### src/rtl/id_stage.sv
// Decode stage: IF/ID register, field split, double-word increments, PC-relative targets.
// Define ID_HAZARD_DETECT_EN to build the EX load tracker and load-use stall.
module id_stage (
  input  logic        clk,
  input  logic        clear,
  input  logic [31:0] inst_in,
  input  logic [31:0] pc_next_in,
  input  logic        add_rd_in,
  input  logic        add_imm_in,
  input  logic        stall_in,
  input  logic        flush_in,
  output logic        hazard_stall,
  output logic        valid_out,
  output logic        issue_out,
  output logic [5:0]  opcode_out,
  output logic [3:0]  rd_out,
  output logic [3:0]  rs_out,
  output logic [3:0]  rt_out,
  output logic [31:0] imm_out,
  output logic [31:0] pc_next_out,
  output logic [31:0] branch_target,
  output logic [31:0] jump_target
);

  typedef struct packed {
    logic [31:0] inst;
    logic [31:0] pc;
    logic        add_rd;
    logic        add_imm;
    logic        valid;
  } if_id_t;

  if_id_t q;

  logic [31:0] imm_sx;
  logic [31:0] jmp_sx;
  logic [31:0] pc_cur;

  always_ff @(posedge clk or negedge clear) begin
    if (!clear) begin
      q <= '0;
    end else if (flush_in) begin
      q.valid <= 1'b0;
      q.inst  <= '0;
    end else if (!(stall_in || hazard_stall)) begin
      q.inst    <= inst_in;
      q.pc      <= pc_next_in;
      q.add_rd  <= add_rd_in;
      q.add_imm <= add_imm_in;
      q.valid   <= 1'b1;
    end
  end

  assign imm_sx = {{18{q.inst[13]}}, q.inst[13:0]};
  assign jmp_sx = {{6{q.inst[25]}}, q.inst[25:0]};
  assign pc_cur = q.pc - 32'd1;

  assign valid_out   = q.valid;
  assign opcode_out  = q.inst[31:26];
  assign rd_out      = q.inst[25:22] + {3'b000, q.add_rd};
  assign rs_out      = q.inst[21:18];
  assign rt_out      = q.inst[17:14];
  assign imm_out     = imm_sx + {31'd0, q.add_imm};
  assign pc_next_out = q.pc;

  // Targets read as 0 with no instruction held, so reset leaves every output at 0.
  assign branch_target = q.valid ? pc_cur + imm_sx : '0;
  assign jump_target   = q.valid ? pc_cur + jmp_sx : '0;

  assign issue_out = q.valid && !hazard_stall;

`ifdef ID_HAZARD_DETECT_EN
  localparam logic [5:0] OP_RTYPE = 6'd0;
  localparam logic [5:0] OP_LW    = 6'd6;
  localparam logic [5:0] OP_SW    = 6'd7;
  localparam logic [5:0] OP_LWD   = 6'd8;
  localparam logic [5:0] OP_SWD   = 6'd9;

  logic       ex_load_valid;
  logic [3:0] ex_rd;
  logic       is_load;
  logic       is_store;
  logic       src_hit;

  assign is_load  = (opcode_out == OP_LW) || (opcode_out == OP_LWD);
  assign is_store = (opcode_out == OP_SW) || (opcode_out == OP_SWD);

  assign src_hit = (rs_out == ex_rd)
                || ((opcode_out == OP_RTYPE) && (rt_out == ex_rd))
                || (is_store && (rd_out == ex_rd));

  assign hazard_stall = ex_load_valid && q.valid && src_hit;

  // A stall cycle sends a bubble to EX, so the tracker drops the load.
  always_ff @(posedge clk or negedge clear) begin
    if (!clear) begin
      ex_load_valid <= 1'b0;
      ex_rd         <= '0;
    end else if (flush_in) begin
      ex_load_valid <= 1'b0;
    end else if (stall_in) begin
      ex_load_valid <= ex_load_valid;
    end else if (hazard_stall) begin
      ex_load_valid <= 1'b0;
    end else begin
      ex_load_valid <= q.valid && is_load;
      ex_rd         <= rd_out;
    end
  end
`else
  assign hazard_stall = 1'b0;
`endif

endmodule

### config.mk
export PLATFORM = sky130hd
export DESIGN_NAME = id_stage
export DESIGN_NICKNAME = d
export VERILOG_FILES = /design/src/rtl/id_stage.sv
export SDC_FILE = /design/constraint.sdc
export NUM_CORES = 1
export LEC_CHECK = 0
export ABC_AREA = 1
export BUFFER_PORTS_ARGS = -buffer_cell sky130_fd_sc_hd__buf_2
export CAP_MARGIN = 20
export CORE_ASPECT_RATIO = 0.7
export CORE_UTILIZATION = 49
export CTS_CLUSTER_SIZE = 16
export DETAILED_ROUTE_END_ITERATION = 7
export PLACE_DENSITY = 0.79
export SLEW_MARGIN = 10
export SYNTH_ARGS = -nofsm -noshare
export SYNTH_HDL_FRONTEND = slang
export SYNTH_SLANG_ARGS = --single-unit
export TNS_END_PERCENT = 30
### constraint.sdc
create_clock -name clk -period 3 [get_ports clk]
set_clock_uncertainty 0.05 [all_clocks]
set_input_delay 0.45 -clock clk [delete_from_list [all_inputs] [get_ports clk]]
set_output_delay 0.45 -clock clk [all_outputs]
set_load 0.02 [all_outputs]
==> results.txt <==
Post-route clock period utilization: 1.32
Fin. max-slew vios: 0
Routed vias/inst: 5.50
Via count: 9884
Core Footprint: 15000 sq um
Worst-Margin Slew: 0.596 ns
Critical Path End Type: primary output
Crit path buf inv count: 4
Global-route wire length before repair: 47.0 mm
Fmax: 252 MHz
Maximum vdd drop: 0.301 mV
Drc violations: 0
Critical Path AT: 3.46 ns
Commonest non-fill, non-tap cell in the layout: nand2_1
Layout cells sized above 1: 0.481
CP required: 2.50 ns
Sw Ratio: 0.455
Worst setup SP type: register
Slew headroom: 0.603
CTS buffer count: 9
RSZ-0062 raised after global routing: yes
Net Count, Synth: 1369
Worst-path cell chain: inv_2 -> ha_4 -> nand4_1 -> buf_6 -> nor2_4 -> nand4_4 -> nor2_2 -> xor2_1 -> inv_2 -> ha_4 -> nand2_2 -> o21ai_0 -> nand2_1 -> nand3_2 -> a21oi_4 -> nand3_2 -> nand2_2 -> nor2_4 -> buf_6
TritonRoute pass-1 iters: 6
Final ANT Viol Nets: 0
Chip width: 152 um
Clock share of power: 0.199
CTS Buffer Depth: 2
Pleak: 0.00634 uW
DIE AREA: 16200 sq um
Synth Cell Area: 7690 sq um
Fillers: 982
Total GRT Usage: 0.381
Syn Inst Count: 1239
Max-cap check violation count: 0
Synth warn: 0
Antenna violations before repair: 0
Wire length on met2: 14.1 mm
Initial DRC Count: 951
Row count: 37
Root buf cell: clkbuf_16
Failing checks: hold timing, setup timing
Commonest non-fill, non-tap cells in the layout: nand2_1, buf_4, buf_2
Sequential power share: 0.206
CP Max Fanout: 5
# IOs: 219
Area growth from synthesis to layout: 57.6%
Outcome: finished, violations left
Diodes inserted: 0
CTS sink count: 67
Switching pwr: 2390 uW
Final hold slack: -0.00742 ns
M1 wire length: 13.2 mm
Post-route minimum period: 3.96 ns
Register area share after synthesis: 0.218
Buffers added on ports: 217
PwrDens: 433 nW/um^2
Critical path class: register to primary output
Synth cell types: 38
Delay-heaviest family, CP: simple AND/OR/NAND/NOR gates
Combinational Power Share: 0.595
Finish-stage setup viols: 58
Pint: 2860 uW
Routed length on met3: 3.51 mm
Fin nets: 1727
Syn_area_per_cell: 6.21 sq um
Pin count of the biggest net entering global routing: 49
Slowest stage delay, CP: 0.41 ns
Reg clk slew, reported paths: 0.06 ns
Vias in the first global route: 9059
Grt ovf: 0
Seq cells post-synth: 67
Wire length per cell: 17.8 um
CP max-delay cell: dfrtp_1
Die H: 107 um
Routed WL: 31.9 mm
HP Class: input pin to async pin
Worst-skew pair later-pin latency: 0.35 ns
Top Metal Used: met4
Hold Violations, Final: 11
CTS tree: yes
Starting density of the core: 0.513
Post-DP HPWL: 23.5 mm
Final worst slack: -0.961 ns
GP Congestion: 1.03
Htree depth: 3
Setup TNS: -43.73 ns
Util after Layout: 0.808
[synthesized netlist by cell type, drive strengths merged]
cell	n	area share
fa	1	0.0026
a21boi	3	0.0034
and3	1	0.00081
nor2	169	0.089
o21a	1	0.00098
nor3	21	0.016
buf	87	0.082
xnor2	1	0.0011
nand4	8	0.0081
o21bai	5	0.0049
or3	1	0.00081
o21ai	84	0.057
a21o	6	0.0059
conb	1	0.00049
nand2	365	0.18
nor4	1	0.00081
ha	59	0.096
nand3b	2	0.0036
dfrtp	67	0.22
inv	142	0.069
xor2	42	0.048
a21oi	93	0.061
clkbuf	12	0.0059
nand3	67	0.044
[per-layer routing]
| layer | vias up | global-route usage |
|---|---|---|
| li1 | 4599 | - |
| met1 | 4524 | 0.528 |
| met2 | 658 | 0.602 |
| met3 | 103 | 0.0651 |
| met4 | 0 | 0.115 |
| met5 | - | 0 |
[area by class of cell]
class                           count  area, sq um  area share
Multi-Input combinational cell    931         6370       0.525
Timing Repair Buffer              446         3010       0.249
Sequential cell                    67         1680       0.138
Tap cell                          195          244      0.0201
Clock buffer                        9          225      0.0186
Inverter                          142          536      0.0442
Clock inverter                      7         58.8     0.00485
[cells by family after synthesis]
family          synth area share
other cells             0.000488
compound gates             0.132
xor+xnor                  0.0490
flops                      0.218
fa+ha+maj                 0.0986
buf+inv                    0.157
simple gates               0.345
[flip-flops by register name (all words and copies together) (netlist names)]
| name | flops |
|---|---|
| rt_out | 4 |
| q | 2 |
| imm_sx | 14 |
| issue_out | 1 |
| pc_next_out | 32 |
| rs_out | 4 |
| jmp_sx | 4 |
| opcode_out | 6 |
[repair_timing]
item                                    CTS  global route
setup buffers                            16             7
pin swaps                                61            43
resized for setup                       244           127
hold buffers                              0             0
endpoints found under the setup margin   76            79
[power groups by stage]
stage          registers (uW)  logic, uW  clock network, uW
2_1_floorplan            1090       1450                  0
3_3_place_gp             1080       2420                  0
3_5_place_dp             1090       2450                  0
4_1_cts                  1070       2820               1030
5_1_grt                  1090       3320               1070
6_report                 1080       3120               1040
[final timing paths]
path / startpoint / end / slack, ns / cells past startpoint
max in group asynchronous: clear / pc_next_out[18] / 2.17 / 2
hold reg to reg: opcode_out[4] / opcode_out[4] / 0.46 / 2
setup reg to reg: jmp_sx[25] / jmp_sx[25] / 1.50 / 2
setup / recovery: pc_next_out[1] / jump_target[30] / -0.96 / 19
hold / removal: clear / pc_next_out[7] / -0.007 / 1
min in group clk: inst_in[26] / opcode_out[0] / 0.24 / 3
[stage by stage]
stage	worst slack [ns]	area [sq um]	power, uW	hold WS [ns]	cells
after CTS	-0.864	11500	4930	0.00449	1791
after global placement	-0.746	10200	3510	0.361	1760
after global routing	-1.07	12100	5480	0.0273	1797
final	-0.961	12100	5240	-0.00742	1797
after floorplan	-0.138	8000	2530	0.104	1239
after detailed placement	-0.807	10200	3540	0.362	1760
(Power assumes the default switching activity.)
